$ cat config.mk
export PLATFORM = sky130hd
export DESIGN_NAME = decode_cycle
export DESIGN_NICKNAME = d
export VERILOG_FILES = /design/src/rtl/decode_pkg.sv /design/src/rtl/decode_cycle_imm_gen.sv /design/src/rtl/decode_cycle.sv
export SDC_FILE = /design/constraint.sdc
export NUM_CORES = 1
export LEC_CHECK = 0
export BUFFER_PORTS_ARGS = -buffer_cell sky130_fd_sc_hd__buf_2
export CORE_AREA = 2 2 97 99
export CTS_CLUSTER_DIAMETER = 100
export DETAILED_ROUTE_END_ITERATION = 10
export DIE_AREA = 0 0 99 101
export GPL_TIMING_DRIVEN = 0
export PLACE_DENSITY = 0.78
export SYNTH_ARGS = -nofsm -noshare
export SYNTH_HDL_FRONTEND = slang
export SYNTH_HIERARCHICAL = 1
export SYNTH_SLANG_ARGS = --single-unit
$ cat constraint.sdc
create_clock -name clk -period 1.55 [get_ports clk]
set_input_delay 0.2325 -clock clk [delete_from_list [all_inputs] [get_ports clk]]
set_output_delay 0.2325 -clock clk [all_outputs]
set_load 0.1 [all_outputs]
$ cat src/rtl/decode_pkg.sv
// decode_pkg: shared opcode constants, ALU op codes and the ID/EX control bundle.
package decode_pkg;

   localparam logic [6:0] OPC_LUI    = 7'b0110111;
   localparam logic [6:0] OPC_AUIPC  = 7'b0010111;
   localparam logic [6:0] OPC_JAL    = 7'b1101111;
   localparam logic [6:0] OPC_JALR   = 7'b1100111;
   localparam logic [6:0] OPC_BRANCH = 7'b1100011;
   localparam logic [6:0] OPC_LOAD   = 7'b0000011;
   localparam logic [6:0] OPC_STORE  = 7'b0100011;
   localparam logic [6:0] OPC_OPIMM  = 7'b0010011;
   localparam logic [6:0] OPC_OP     = 7'b0110011;
   localparam logic [6:0] OPC_FENCE  = 7'b0001111;

   localparam logic [31:0] NOP_INSTR = 32'h00000013;

   typedef enum logic [3:0] {
      ALU_ADD   = 4'd0,
      ALU_SUB   = 4'd1,
      ALU_SLL   = 4'd2,
      ALU_SLT   = 4'd3,
      ALU_SLTU  = 4'd4,
      ALU_XOR   = 4'd5,
      ALU_SRL   = 4'd6,
      ALU_SRA   = 4'd7,
      ALU_OR    = 4'd8,
      ALU_AND   = 4'd9,
      ALU_PASSB = 4'd10
   } alu_op_e;

   // M ops sit at 8 + funct3 (MUL..REMU); they share codes with OR/AND/PASSB,
   // so execute tells them apart by the funct3 carried in the bundle.
   localparam logic [3:0] ALU_MUL = 4'd8;

   typedef struct packed {
      logic       reg_write;
      logic       mem_read;
      logic       mem_write;
      logic       branch;
      logic       jump;
      logic       alu_src;
      logic [3:0] alu_op;
      logic [2:0] funct3;
   } decode_ctrl_t;

   function automatic logic [3:0] alu_base(input logic [2:0] f3,
                                           input logic       alt);
      logic [3:0] op;
      case (f3)
         3'd0:    op = alt ? ALU_SUB : ALU_ADD;
         3'd1:    op = ALU_SLL;
         3'd2:    op = ALU_SLT;
         3'd3:    op = ALU_SLTU;
         3'd4:    op = ALU_XOR;
         3'd5:    op = alt ? ALU_SRA : ALU_SRL;
         3'd6:    op = ALU_OR;
         default: op = ALU_AND;
      endcase
      return op;
   endfunction

endpackage

$ cat src/rtl/decode_cycle_imm_gen.sv
// imm_gen: combinational RV32I immediate extraction, sign-extended from bit 31.
// R-type, FENCE and unknown opcodes produce zero.
module imm_gen
   import decode_pkg::*;
(
   input  logic [31:0] instr_i,
   output logic [31:0] imm_o
);

   logic s;
   assign s = instr_i[31];

   always_comb begin
      imm_o = '0;
      case (instr_i[6:0])
         OPC_LOAD, OPC_OPIMM, OPC_JALR:
            imm_o = {{20{s}}, instr_i[31:20]};
         OPC_STORE:
            imm_o = {{20{s}}, instr_i[31:25], instr_i[11:7]};
         OPC_BRANCH:
            imm_o = {{19{s}}, s, instr_i[7], instr_i[30:25],
                     instr_i[11:8], 1'b0};
         OPC_LUI, OPC_AUIPC:
            imm_o = {instr_i[31:12], 12'b0};
         OPC_JAL:
            imm_o = {{11{s}}, s, instr_i[19:12], instr_i[20],
                     instr_i[30:21], 1'b0};
         default:
            imm_o = '0;
      endcase
   end

endmodule

$ cat src/rtl/decode_cycle.sv
// decode_cycle: RV32I decode into a single-entry ID/EX register with handshake.
// Define DECODE_RV32M_EN to decode the M-extension multiply/divide group.
module decode_cycle
   import decode_pkg::*;
#(
   parameter int WIDTH = 32
) (
   input  logic             clk,
   input  logic             reset,
   input  logic             in_valid,
   output logic             in_ready,
   input  logic [WIDTH-1:0] pc_in,
   input  logic [31:0]      instr_in,
   input  logic             flush,
   output logic             out_valid,
   input  logic             out_ready,
   output logic [WIDTH-1:0] pc_out,
   output logic [4:0]       rs1_addr,
   output logic [4:0]       rs2_addr,
   output logic [4:0]       rd_addr,
   output logic [31:0]      imm,
   output decode_ctrl_t     ctrl,
   output logic             illegal
);

   logic [6:0] opc;
   logic [2:0] f3;
   logic [6:0] f7;

   assign opc = instr_in[6:0];
   assign f3  = instr_in[14:12];
   assign f7  = instr_in[31:25];

   logic [31:0]  imm_d;
   decode_ctrl_t ctrl_d;
   logic         ill_d;

   imm_gen u_imm_gen (
      .instr_i (instr_in),
      .imm_o   (imm_d)
   );

   always_comb begin
      ctrl_d = '0;
      ill_d  = 1'b0;
      unique case (opc)
         OPC_LUI: begin
            ctrl_d.reg_write = 1'b1;
            ctrl_d.alu_src   = 1'b1;
            ctrl_d.alu_op    = ALU_PASSB;
         end
         OPC_AUIPC: begin
            ctrl_d.reg_write = 1'b1;
            ctrl_d.alu_src   = 1'b1;
            ctrl_d.alu_op    = ALU_ADD;
         end
         OPC_JAL: begin
            ctrl_d.reg_write = 1'b1;
            ctrl_d.jump      = 1'b1;
            ctrl_d.alu_src   = 1'b1;
            ctrl_d.alu_op    = ALU_ADD;
         end
         OPC_JALR: begin
            ctrl_d.reg_write = 1'b1;
            ctrl_d.jump      = 1'b1;
            ctrl_d.alu_src   = 1'b1;
            ctrl_d.alu_op    = ALU_ADD;
            ctrl_d.funct3    = f3;
            ill_d            = (f3 != 3'd0);
         end
         OPC_BRANCH: begin
            ctrl_d.branch = 1'b1;
            ctrl_d.alu_op = ALU_SUB;
            ctrl_d.funct3 = f3;
            ill_d         = (f3 == 3'd2) || (f3 == 3'd3);
         end
         OPC_LOAD: begin
            ctrl_d.reg_write = 1'b1;
            ctrl_d.mem_read  = 1'b1;
            ctrl_d.alu_src   = 1'b1;
            ctrl_d.alu_op    = ALU_ADD;
            ctrl_d.funct3    = f3;
            ill_d            = (f3 == 3'd3) || (f3 >= 3'd6);
         end
         OPC_STORE: begin
            ctrl_d.mem_write = 1'b1;
            ctrl_d.alu_src   = 1'b1;
            ctrl_d.alu_op    = ALU_ADD;
            ctrl_d.funct3    = f3;
            ill_d            = (f3 > 3'd2);
         end
         OPC_OPIMM: begin
            ctrl_d.reg_write = 1'b1;
            ctrl_d.alu_src   = 1'b1;
            ctrl_d.funct3    = f3;
            ctrl_d.alu_op    = alu_base(f3, (f3 == 3'd5) && f7[5]);
            // only shift-immediates constrain funct7
            if (f3 == 3'd1)
               ill_d = (f7 != 7'h00);
            else if (f3 == 3'd5)
               ill_d = (f7 != 7'h00) && (f7 != 7'h20);
         end
         OPC_OP: begin
            ctrl_d.reg_write = 1'b1;
            ctrl_d.funct3    = f3;
            if (f7 == 7'h00)
               ctrl_d.alu_op = alu_base(f3, 1'b0);
            else if (f7 == 7'h20 && (f3 == 3'd0 || f3 == 3'd5))
               ctrl_d.alu_op = alu_base(f3, 1'b1);
            else if (f7 == 7'h01)
`ifdef DECODE_RV32M_EN
               ctrl_d.alu_op = ALU_MUL | {1'b0, f3};
`else
               ill_d = 1'b1;
`endif
            else
               ill_d = 1'b1;
         end
         OPC_FENCE: begin
            ctrl_d = '0;
         end
         default: begin
            ill_d = 1'b1;
         end
      endcase
      if (ill_d)
         ctrl_d = '0;
      if (instr_in[11:7] == 5'd0)
         ctrl_d.reg_write = 1'b0;
   end

   logic             valid_q;
   logic [WIDTH-1:0] pc_q;
   logic [4:0]       rs1_q;
   logic [4:0]       rs2_q;
   logic [4:0]       rd_q;
   logic [31:0]      imm_q;
   decode_ctrl_t     ctrl_q;
   logic             ill_q;

   logic load;
   logic xfer;

   assign in_ready = !valid_q || out_ready;
   assign load     = in_valid && in_ready;
   assign xfer     = valid_q && out_ready;

   always_ff @(posedge clk) begin
      if (reset) begin
         valid_q <= 1'b0;
         pc_q    <= '0;
         rs1_q   <= '0;
         rs2_q   <= '0;
         rd_q    <= '0;
         imm_q   <= '0;
         ctrl_q  <= '0;
         ill_q   <= 1'b0;
      end else if (flush) begin
         valid_q <= 1'b0;
      end else if (load) begin
         valid_q <= 1'b1;
         pc_q    <= pc_in;
         rs1_q   <= instr_in[19:15];
         rs2_q   <= instr_in[24:20];
         rd_q    <= instr_in[11:7];
         imm_q   <= imm_d;
         ctrl_q  <= ctrl_d;
         ill_q   <= ill_d;
      end else if (xfer) begin
         valid_q <= 1'b0;
      end
   end

   assign out_valid = valid_q;
   assign pc_out    = pc_q;
   assign rs1_addr  = rs1_q;
   assign rs2_addr  = rs2_q;
   assign rd_addr   = rd_q;
   assign imm       = imm_q;
   assign ctrl      = ctrl_q;
   assign illegal   = ill_q;

endmodule

==> run_results.csv <==
group,metric,value,unit
logic_synthesis,yosysSeqAreaShare,44.1,%
floorplanning,io_pins,164,
layout,final_common_cell,"nand2_1",
worst_setup_path,critPathLaunch,"out_valid$_SDFFE_PP0P_",
grt,overflow,0,
routing,routed_wl,12700,um
floorplanning,dieArea,0.0100,mm^2
grt,met3_usage,5.27,%
logic_synthesis,synth-edff-count,0,
routing,vias,4537,
sta,skew,9.14,ps
grt,antenna_found_initial,0,
layout,fin_cells,846,
sta,fmaxAchievable,666,MHz
routing,dr.pass1.iters,4,
flow_run,max_cap_violations,0,
floorplanning,core_area,0.00898,mm^2
clock_network,clkTransAtPathRegs,90,ps
logic_synthesis,synthArstFlopShare,0,%
sta,relSlewSlack,57.1,%
clock_network,cts_made_buffers,9,
logic_synthesis,synth_area,0.00426,mm^2
routing,drc,0,
grt,grt_util_met2,42.2,%
clock_network,clockBufferDepth,2,
logic_synthesis,synth_top_cell_by_area,"dfxtp_1",
logic_synthesis,syn_nets,623,
clock_network,cts_hold_buf,0,
sta,fin_crit,1500,ps
floorplanning,die_h,101,um
routing,via_per_inst,5.36,
hold_path,whs_path_depth,2,
worst_setup_path,crit_path_end_kind,"primary output",
layout,syn2layout_area_growth,31.4,%
worst_setup_path,r2r_setup_slack,70,ps
layout,final_core_util,62.4,%
worst_setup_path,arrival,1270,ps
floorplanning,rows,35,
sta,drv_slew,0,
grt,grt_pass1_vias,4223,
worst_setup_path,timing.rr.end,"ctrl[12]$_SDFFE_PP0P_",
place,globalplace.congestion,0.938,
grt,grt_pass1_wl,19800,um
worst_setup_path,cp-start-kind,"flip-flop",
floorplanning,die_w,99,um
worst_setup_path,r2r-start,"out_valid$_SDFFE_PP0P_",
grt,grt_max_degree,17,
clock_network,cts.sinks,94,
logic_synthesis,synth-seq-cells,94,
run_status,status,"completed",
clock_network,cts_tree,"built",
logic_synthesis,synth_top_area_share,44.1,%
routing,drtIter0Drc,196,
worst_setup_path,critPathRequiredTime,1320,ps
worst_setup_path,rr_worst_depth,6,
hold_path,hold_path_end,"out_valid$_SDFFE_PP0P_",
hold_path,hold_start,"flush",
logic_synthesis,synthCells,554,
grt,grt_use_total,24.5,%
logic_synthesis,yosysWarnings,6,
routing,post_drt_wl_per_cell,15.1,um
sta,finalHoldViolations,0,
layout,fillCellCount,839,
logic_synthesis,yosysUniqueCellTypes,61,
logic_synthesis,syn_area_per_cell,7.70,um^2
place,port-buffer-count,163,
hold_path,hold_class,"in2reg",
worst_setup_path,critPathMaxFanout,3,
layout,insertedDiodeCount,0,
sta,finalSetupViolations,0,
grt,grtUsageMet1,30.6,%
clock_network,clock_latency,350,ps
sta,rsz0062_at_grt,"yes",
grt,grt.busiest_layer,"met2",
power_and_ir_drop,p_per_area,990,mW/mm^2
layout,drive_gt1_share,33.1,%
routing,antenna_left,0,
logic_synthesis,synth-main-ff-cell,"dfxtp_1",
floorplanning,start_util,47.5,%
place,dpl.cell_count,828,
clock_network,root_buffer,"clkbuf_8",
power_and_ir_drop,p_leak,0.00251,uW
clock_network,cts_max_level,3,
power_and_ir_drop,ir_worst_vdd,509,uV
layout,layout_common_cells,"174 x nand2_1, 169 x buf_2, 93 x dfxtp_1, 86 x a21oi_1, 18 x o21ai_0",
layout,fin_nets,800,
worst_setup_path,path_class,"reg2out",
sta,finalCritPeriodShare,96.9,%
sta,worstMarginPinSlew,644,ps
sta,fin_hold_ws,90.1,ps
logic_synthesis,synth_area_leaders,"dfxtp_1 44%, nand2_1 15%, a21oi_1 10%",
place,hpwlAfterDp,9650,um
## worst max-delay path, cell delays in order, from the launching register on
cell	delay (ps)
dfxtp_4	350
nor2b_4	200
clkinvlp_4	120
buf_4	240
## final cells by class
cell class	instances	area [um^2]	area share (%)
multi-input cells	410	2170	38.7
flip-flops and latches	94	1890	33.7
repair buffers	166	845	15.1
plain buffers	43	297	5.29
clock buffers	10	149	2.66
well taps	111	139	2.48
clock inverters	5	88.8	1.59
inverters	7	30.0	0.536
## metrics by stage
step	cell area [um^2]	setup WS, ps	power [uW]	TNS, ps
floorplan	4320	-469	3400	-39600
global placement	5280	-282	3670	-16740
detailed placement	5280	-287	3690	-17200
CTS	5540	1.69	5580	0
global route	5600	-25.0	5790	-54.9
finish	5600	47.4	5540	0
## logic make-up after synthesis
logic type / count (synthesis) / share of synthesized area, %
AO/OA/AOI/OAI: 163 / 23.6
flip-flops: 94 / 44.1
XOR/XNOR: 2 / 0.411
buffers and inverters: 50 / 5.81
AND/OR/NAND/NOR: 244 / 25.8
multiplexers: 1 / 0.235
## metal layers
layer	share of wire [%]	vias to the layer above	wire (um)
met5	0	-	0
met4	2.0	0	257
met3	7.8	22	998
met2	48	195	6080
met1	42	2082	5400
li1	-	2238	-
## registers in the layout, indices dropped and copies added, names as in the netlist
register / cells
pc_out: 32
rs2_addr: 5
illegal: 1
ctrl: 13
rs1_addr: 5
out_valid: 1
rd_addr: 5
imm: 32
## Yosys cell counts (all sizes together) (2+ instances only)
master   number
a211oi        3
a21boi        3
a21o          9
a21oi        87
a22o          4
a22oi         2
a31oi         5
a32o          5
a32oi         2
and2b         5
and3          3
and3b         3
and4bb        2
buf          28
clkbuf       15
dfxtp        94
inv           7
nand2       174
nand3        15
nand3b        3
nor2         13
nor2b         7
nor3          6
nor3b         2
o21a          4
o21ai        25
o21bai        2
o22ai         2
o2bb2ai       2
or2           3
## how the worst max path moves through the flow
stage	to	slack, ps
after detailed placement	imm[31]$_SDFFE_PP0P_	-290
after global routing	rd_addr[0]$_SDFFE_PP0P_	-30
after floorplan	pc_out[21]$_SDFFE_PP0P_	-470
after global placement	imm[31]$_SDFFE_PP0P_	-280
after CTS	imm[18]$_SDFFE_PP0P_	2
final	in_ready	50
## repair_timing
item	in CTS	in global routing
endpoints found under the setup margin	91	73
pin swaps	1	3
gates resized for setup	7	16
setup buffers	0	3
## where the power goes
part	internal (uW)	total, uW	switching [uW]
Combinational	287	1160	868
Clock	1020	1880	863
Sequential	2480	2510	30.5
Note: power is estimated with default switching activity, not from simulation.
